## src/rtl/hilo_muldiv_sequencer.sv

```systemverilog
// Iterative MULT/MULTU/DIV/DIVU engine that owns the HI/LO write path.
// One result bit per cycle, then a sign fix-up cycle and a single HI/LO write pulse.
module hilo_muldiv_sequencer #(
    parameter int WIDTH = 32
) (
    input  logic             clk,
    input  logic             reset,
    input  logic             start,
    input  logic [1:0]       op,
    input  logic [WIDTH-1:0] rs_val,
    input  logic [WIDTH-1:0] rt_val,
    input  logic             flush,
    output logic             busy,
    output logic             hi_we,
    output logic             lo_we,
    output logic [WIDTH-1:0] hi_out,
    output logic [WIDTH-1:0] lo_out,
    output logic             div_zero
);

    localparam int CW = $clog2(WIDTH + 1);

    typedef enum logic [1:0] {
        S_IDLE  = 2'd0,
        S_CALC  = 2'd1,
        S_FIXUP = 2'd2,
        S_WB    = 2'd3
    } state_t;

    state_t             r_state;
    logic               r_busy;
    logic               r_we;
    logic               r_div_zero;
    logic [WIDTH-1:0]   r_hi_out;
    logic [WIDTH-1:0]   r_lo_out;
    logic               r_is_div;
    logic               r_neg_res;
    logic               r_neg_rem;
    logic [WIDTH-1:0]   r_opb;
    logic [2*WIDTH-1:0] r_acc;
    logic [CW-1:0]      r_count;

    // Operand decode at accept time; signed ops work on magnitudes.
    logic               w_is_signed;
    logic               w_rs_neg;
    logic               w_rt_neg;
    logic [WIDTH-1:0]   w_rs_mag;
    logic [WIDTH-1:0]   w_rt_mag;
    logic               w_div_zero_in;

    assign w_is_signed   = ~op[0];
    assign w_rs_neg      = w_is_signed & rs_val[WIDTH-1];
    assign w_rt_neg      = w_is_signed & rt_val[WIDTH-1];
    assign w_rs_mag      = w_rs_neg ? (~rs_val + WIDTH'(1)) : rs_val;
    assign w_rt_mag      = w_rt_neg ? (~rt_val + WIDTH'(1)) : rt_val;
    assign w_div_zero_in = op[1] & (rt_val == '0);

    // Multiply step: r_acc = {partial product, remaining multiplier bits}.
    logic [WIDTH:0]     w_mul_sum;
    logic [2*WIDTH-1:0] w_mul_next;

    assign w_mul_sum  = {1'b0, r_acc[2*WIDTH-1:WIDTH]} +
                        (r_acc[0] ? {1'b0, r_opb} : {(WIDTH+1){1'b0}});
    assign w_mul_next = {w_mul_sum, r_acc[WIDTH-1:1]};

    // Restoring divide step: r_acc = {partial remainder, dividend/quotient bits}.
    logic [WIDTH:0]     w_div_shift;
    logic [WIDTH:0]     w_div_diff;
    logic               w_div_ok;
    logic [2*WIDTH-1:0] w_div_next;

    assign w_div_shift = r_acc[2*WIDTH-1:WIDTH-1];
    assign w_div_diff  = w_div_shift - {1'b0, r_opb};
    assign w_div_ok    = ~w_div_diff[WIDTH];
    assign w_div_next  = w_div_ok ? {w_div_diff[WIDTH-1:0], r_acc[WIDTH-2:0], 1'b1}
                                  : {w_div_shift[WIDTH-1:0], r_acc[WIDTH-2:0], 1'b0};

    // Sign fix-up of the finished magnitude result.
    logic [2*WIDTH-1:0] w_prod_fix;
    logic [WIDTH-1:0]   w_quot_fix;
    logic [WIDTH-1:0]   w_rem_fix;
    logic [WIDTH-1:0]   w_fix_hi;
    logic [WIDTH-1:0]   w_fix_lo;

    assign w_prod_fix = r_neg_res ? (~r_acc + (2*WIDTH)'(1)) : r_acc;
    assign w_quot_fix = r_neg_res ? (~r_acc[WIDTH-1:0] + WIDTH'(1)) : r_acc[WIDTH-1:0];
    assign w_rem_fix  = r_neg_rem ? (~r_acc[2*WIDTH-1:WIDTH] + WIDTH'(1))
                                  : r_acc[2*WIDTH-1:WIDTH];
    assign w_fix_hi   = r_is_div ? w_rem_fix  : w_prod_fix[2*WIDTH-1:WIDTH];
    assign w_fix_lo   = r_is_div ? w_quot_fix : w_prod_fix[WIDTH-1:0];

    always_ff @(posedge clk) begin
        if (reset) begin
            r_state    <= S_IDLE;
            r_busy     <= 1'b0;
            r_we       <= 1'b0;
            r_div_zero <= 1'b0;
            r_hi_out   <= '0;
            r_lo_out   <= '0;
            r_is_div   <= 1'b0;
            r_neg_res  <= 1'b0;
            r_neg_rem  <= 1'b0;
            r_opb      <= '0;
            r_acc      <= '0;
            r_count    <= '0;
        end else begin
            r_we <= 1'b0;
            case (r_state)
                S_IDLE: begin
                    if (start && !flush) begin
                        r_div_zero <= w_div_zero_in;
                        r_is_div   <= op[1];
                        r_neg_res  <= w_rs_neg ^ w_rt_neg;
                        r_neg_rem  <= w_rs_neg;
                        r_opb      <= op[1] ? w_rt_mag : w_rs_mag;
                        r_acc      <= {{WIDTH{1'b0}}, (op[1] ? w_rs_mag : w_rt_mag)};
                        r_count    <= CW'(WIDTH);
                        r_busy     <= 1'b1;
                        if (w_div_zero_in) begin
                            // Divide by zero skips iteration and writes immediately.
                            r_state  <= S_WB;
                            r_we     <= 1'b1;
                            r_hi_out <= rs_val;
                            r_lo_out <= '1;
                        end else begin
                            r_state <= S_CALC;
                        end
                    end
                end
                S_CALC: begin
                    if (flush) begin
                        r_state <= S_IDLE;
                        r_busy  <= 1'b0;
                    end else begin
                        r_acc   <= r_is_div ? w_div_next : w_mul_next;
                        r_count <= r_count - CW'(1);
                        if (r_count == CW'(1)) begin
                            r_state <= S_FIXUP;
                        end
                    end
                end
                S_FIXUP: begin
                    if (flush) begin
                        r_state <= S_IDLE;
                        r_busy  <= 1'b0;
                    end else begin
                        r_state  <= S_WB;
                        r_we     <= 1'b1;
                        r_hi_out <= w_fix_hi;
                        r_lo_out <= w_fix_lo;
                    end
                end
                S_WB: begin
                    r_state <= S_IDLE;
                    r_busy  <= 1'b0;
                end
                default: begin
                    r_state <= S_IDLE;
                    r_busy  <= 1'b0;
                end
            endcase
        end
    end

    assign busy     = r_busy;
    assign hi_we    = r_we;
    assign lo_we    = r_we;
    assign hi_out   = r_hi_out;
    assign lo_out   = r_lo_out;
    assign div_zero = r_div_zero;

endmodule

```

## config.mk

```make
export PLATFORM = sky130hd
export DESIGN_NAME = hilo_muldiv_sequencer
export DESIGN_NICKNAME = d
export VERILOG_FILES = /design/src/rtl/hilo_muldiv_sequencer.sv
export SDC_FILE = /design/constraint.sdc
export NUM_CORES = 1
export LEC_CHECK = 0
export CORE_MARGIN = 3
export CORE_UTILIZATION = 23
export CTS_CLUSTER_SIZE = 16
export DETAILED_ROUTE_END_ITERATION = 12
export GPL_ROUTABILITY_DRIVEN = 0
export PLACE_DENSITY = 0.37
export SLEW_MARGIN = 0
export SYNTH_ARGS = -nofsm -noshare
export SYNTH_HDL_FRONTEND = slang
export SYNTH_SLANG_ARGS = --single-unit
```

## constraint.sdc

```tcl
create_clock -name clk -period 5.78 [get_ports clk]
set_input_delay 1.156 -clock clk [delete_from_list [all_inputs] [get_ports clk]]
set_output_delay 1.156 -clock clk [all_outputs]
set_load 0.01 [all_outputs]
```

==> impl_summary.txt <==
----------------------------------------------------
[Timing]
  Final cycle utilization of the critical path ... 0.835
  Count of endpoints failing hold in the final timing report ... 0
  Fin Setup TNS ... 0 ps
  Max-slew headroom ... 0.263
  Worst Setup Slack, final ... between 900 and 1000 ps
  Max frequency ... slightly above 0.2 GHz
  Unrepaired setup endpoints after global routing ... no
  Tmin final ... just under 5000 ps
  Setup Viol. Count Final ... 0
  Worst setup skew after layout ... about 15 ps
  Max-slew violation count ... 0
  Transition time at the pin with the least slew margin ... around 1100 ps

[Logic synthesis]
  Top cells by count, synth ... nor2_1 (249), dfxtp_1 (174), a21oi_1 (160)
  Seq/Total Area, Yosys ... 0.237
  Post-synth EDFFs ... 0
  Library cell with the largest summed area after synthesis ... dfxtp_1
  Syn avg cell area ... approximately 7.6 um^2
  Synthesized instance count ... around 1.9k
  Synth Register Bits ... 174
  Leading post-synthesis cells by cell area ... dfxtp_1 (24%), nor2_1 (6.4%), ha_1 (6.2%), xor2_1 (6.1%), a21oi_1 (5.5%)
  Fraction of synthesized cell area taken by the top area cell type ... 0.237
  Area of the mapped netlist ... roughly 0.015 mm^2
  Cell with the most instances after synthesis ... nor2_1
  Total of warnings raised by yosys ... 0
  Share of synthesized flip-flops with an asynchronous set or reset ... 0
  Top_reg_cell synth ... dfxtp_1
  Count of different cell masters after synthesis ... 84
  Number of nets produced by synthesis ... approximately 2.1k

[Worst hold path]
  Start point of the worst min-delay path ... r_opb[5]
  Endpoint of the worst hold-timing path ... r_opb[5]
  Worst min-delay path category ... register to register
  Cells on Worst Hold Path ... 2

[Setup path]
  Number of buffer and inverter instances along the worst setup path ... 2
  Critical path peak fanout ... 50
  CP arrival ... 5150 ps
  Critical path's slowest cell ... nor4b_1
  Startpoint kind of the worst setup timing path ... input port
  WS Path Type ... input port to register
  FF-to-FF End ... r_acc[62]
  Required time worst endpoint ... 6100 ps
  Endpoint kind of the worst setup timing path ... register
  Number of cell instances on the worst register-to-register path ... 12
  Crit path largest cell delay ... about 700 ps
  CP startpoint ... rt_val[3]
  Reg-to-reg slack, setup ... 1080 ps
  Gate family responsible for the most delay along the worst path ... simple AND/OR/NAND/NOR gates
  Cell breakdown of the critical path ... clkdlybuf4s50_1 -> or4_1 -> nor4b_1 -> and3_1 -> nand3b_1 -> o21ai_4 -> buf_4 -> nand2_1 -> o22ai_1 -> nor2_1
  Origin of the critical flop-to-flop path ... r_acc[0]

[Pwr]
  VDD IR-drop max ... ~240 uV
  Standby leakage power ... around 0.0064 uW
  Total power density per cell area ... 316 mW/mm^2

[Route]
  Final ANT Viol Nets ... 0
  DRC violations left ... 0
  Detailed-route via count ... around 15k
  DRC violation total after the first TritonRoute iteration ... approximately 1.2k
  Initial DRT Pass Iterations ... 6
  Average via count per standard cell ... roughly 5.2
  Final routed wirelength across all metal layers ... around 65000 um
  Detailed-route wire length per cell ... between 20 and 25 um

[Global route]
  GRT Util Overall ... 0.192
  Wire length of the first global-routing pass ... 96400 um
  Grt total ovfl ... 0
  Number of antenna violations at the first check in global routing ... 2
  Number of global-route vias before repair ... approximately 14k
  Maximum number of pins on one net before global-route repair ... 74

[Placed design]
  HPWL after DPL ... about 50000 um
  Number of buffers inserted by port buffering ... around 140
  Pre-CTS setup slack ... roughly 450 ps

[Layout]
  Final net count ... roughly 2.1k
  Relative area change from synthesis to final layout ... 18.1%
  Filler cells ... about 6.8k
  Ratio of cells with drive above 1 in the final layout ... 0.0685
  Diodes inserted ... 0

[Clocking]
  Clock buffer depth ... 2
  TritonCTS sink count ... about 170
  CTS tree ... done
  Clk Latency, worst-skew pair ... between 400 and 500 ps
  Clock slew at the register clock pins of the worst setup and hold paths ... about 70 ps
  Inserted Clock Buffers ... 17
  Clock root buffer master ... clkbuf_16
  Post-CTS Hold Fix Bufs ... 0
  Post-CTS repair timing setup buffer count ... 0
  Number of H-tree branching levels ... 4
  Post-cts gate resize count ... 0

[Floorplanning]
  # rows ... between 90 and 100
  Number of top-level pins ... roughly 140
  Floorplan die area ... 0.0669 mm^2
  Die height ... 259 um
  Core ar. ... 0.0624 mm^2
  Starting density of the core ... 0.235
  Die extent in x ... around 260 um

[Job]
  Count of maximum capacitance violations ... 0

[Outcome]
  Run status ... completed

----------------------------------------------------
-- worst min-delay path, stage by stage (launching register included) --
cell,delay (ps)
dfxtp_1,310
nand2_1,50
a21oi_1,50
-- per-layer routing --
layer  wire length [um]  track usage  vias to the layer above
met2              28900        0.303                      399
li1                   -            -                     7193
met4               1550       0.0568                        4
met1              32100        0.274                     7091
met5                 27            0                        -
met3               2710       0.0203                       54
-- power by group --
group	total, uW	switching, uW	internal, uW	leakage [uW]
logic	2640	1640	1000	0.00476
registers	1640	268	1370	0.00141
clock network	1190	574	621	0.000270
total	5480	2480	3000	0.00644
-- cell type report --
| cell class | instances | area, um^2 | area share |
|---|---|---|---|
| Clock buffer | 21 | 460 | 0.0266 |
| Clock inverter | 11 | 106 | 0.00614 |
| Timing Repair Buffer | 175 | 1650 | 0.0951 |
| Inverter | 62 | 233 | 0.0134 |
| Multi-Input combinational cell | 1572 | 10400 | 0.597 |
| Tap cell | 837 | 1050 | 0.0604 |
| Sequential cell | 174 | 3480 | 0.201 |
-- kinds of logic after synthesis --
group,after synthesis,synth area share
fa+ha+maj,75,0.0649
mux,88,0.0621
flops,174,0.237
simple gates,637,0.202
xor+xnor,179,0.107
compound gates,593,0.266
buf+inv,197,0.0609
-- through the flow --
stage | util | cells | cell area, um^2 | hold WS [ps] | power (uW)
after global placement | 0.269 | 2820 | 16800 | 443 | 4310
after detailed placement | 0.269 | 2820 | 16800 | 446 | 4300
after floorplan | - | 1943 | 14700 | 432 | 3370
final | 0.278 | 2852 | 17300 | 457 | 5480
after global routing | 0.278 | 2852 | 17300 | 472 | 5820
after CTS | 0.278 | 2852 | 17300 | 456 | 5500
-- worst max path at each step --
stage | depth (start not counted) | slack (ps) | end
3_5_place_dp | 10 | 450 | lo_out[28]
6_report | 10 | 950 | lo_out[28]
5_1_grt | 10 | 480 | lo_out[28]
4_1_cts | 10 | 930 | lo_out[28]
2_1_floorplan | 9 | 1970 | lo_out[21]
3_3_place_gp | 10 | 550 | lo_out[28]
-- sequential cells by signal (all words and copies together) (netlist names) --
register	count
div_zero	1
r_neg_res	1
r_state	2
lo_out	32
r_is_div	1
r_neg_rem	1
hi_out	32
hi_we	1
r_opb	32
r_count	6
r_acc	64
busy	1
-- cells in the final DEF (no fill, tap or decap), types with 71 or more instances in the layout --
cell type / n
nor2_1: 246
dfxtp_1: 173
a21oi_1: 160
nand2_1: 150
clkdlybuf4s50_1: 135
o21ai_0: 112
xor2_1: 103
a211oi_1: 77
xnor2_1: 75
ha_1: 71
Note: power is estimated with default switching activity, not from simulation.
==> RTL change: new RTL, same flow settings <==
Register the output `lo_out` once more, with the module's reset; this adds one clock of latency there. The other outputs are not delayed to match.
--- a/src/rtl/hilo_muldiv_sequencer.sv
+++ b/src/rtl/hilo_muldiv_sequencer.sv
@@ -166,7 +166,13 @@
     assign hi_we    = r_we;
     assign lo_we    = r_we;
     assign hi_out   = r_hi_out;
-    assign lo_out   = r_lo_out;
+    always_ff @(posedge clk) begin
+        if (reset) begin
+            lo_out <= '0;
+        end else begin
+            lo_out <= r_lo_out;
+        end
+    end
     assign div_zero = r_div_zero;
 
 endmodule
Function: changed (Yosys sat finds a counterexample within 4 cycles, from zero or initial values and one cycle with reset high).
==> RTL change against the unedited design <==
Total power increased by 15%. First-iteration DRC count decreased by 8.3%. Core utilization increased by 0.26 points. Area after synthesis up 5.1%. Fmax grew 0.49%. Design area grew 6.9%. Critical path depth increased by 4. Final cell count is 4.3% higher. Wire length down 2.0%. Non-clock buffer count fell by 7. Via count grew 1.6%. Sequential cell count increased by 32. Worst setup slack better by 0.023 ns. Synthesized cell count grew 4.5%. Critical endpoint is now r_acc[59]. Largest cell class unchanged.
==> RTL change: results (changes against the unedited design) <==
critical path's top delay family=compound AO/OA/AOI/OAI gates (was simple AND/OR/NAND/NOR gates); slowest library cell on the worst path=a2111oi_0 (was nor4b_1); Area after DPL=17600 um^2 (was 16800 um^2); number of H-tree levels=1 (was 4); share of synthesized cell area in full adder, half adder and majority cells=6.18% (was 6.49%); worst setup slack after placement=0.928 ns (was 0.451 ns); vias in the first global route=14300 (was 14000); placed instance count=2926 (was 2820); Rel. slew slack=23.0% (was 26.3%); result of the run=finished, final reports clean (unchanged); source-to-sink clock delay at the later pin of the worst-skew pair=0.58 ns (was 0.46 ns); maximum single-stage delay on the critical path=0.87 ns (was 0.72 ns); Non-clock buffering overhead=8.77% (was 9.51%); overall track demand over capacity in global routing=17.5% (was 19.2%); routed wire length=64000 um (was 65300 um); met2 wire len=29700 um (was 28900 um); met1 demand-to-capacity share in global routing=24.3% (was 27.4%); post-synthesis instance area=15400 um^2 (was 14700 um^2); Leak=0.00691 uW (was 0.00644 uW); count of inverters not on the clock network in the layout=69 (was 62); wire length of the first global-routing pass=94700 um (was 96400 um); worst vdd ir=220 uV (was 238 uV); final-layout clock-cell area share=4.77% (was 3.27%); wl on met1=29700 um (was 32100 um); clock net sink count=206 (was 174); CTS buffer count=27 (was 17); switching power=2650 uW (was 2480 uW)
==> RTL change: cell types whose count changed after synthesis, sizes merged, moves of 9 or more <==
cell	delta
xor2	-16
o21ai	-13
nand2b	+11
nor2b	+33
dfxtp	+32
xnor2	+14
nor3	-25
nor2	+39
inv	+9
a21oi	+20
nand2	+11
o211ai	+10
==> RTL change: path summary, 6_finish.rpt <==
kind               end  slack (ns)  cells past startpoint  startpoint
max          r_acc[59]        0.98                     14    r_acc[0]
min reg2reg   r_opb[6]        0.45                      2    r_opb[6]
max reg2reg  r_acc[59]        0.98                     14    r_acc[0]
min           r_opb[6]        0.45                      2    r_opb[6]
==> RTL change: power groups by stage <==
stage | Sequential [uW] | Clock, uW | Combinational (uW)
after global placement | 1900 | 0 | 2700
final | 1880 | 1720 | 2700
after CTS | 1870 | 1780 | 2710
after global routing | 1910 | 1830 | 2950
after floorplan | 1790 | 0 | 1870
after detailed placement | 1910 | 0 | 2690
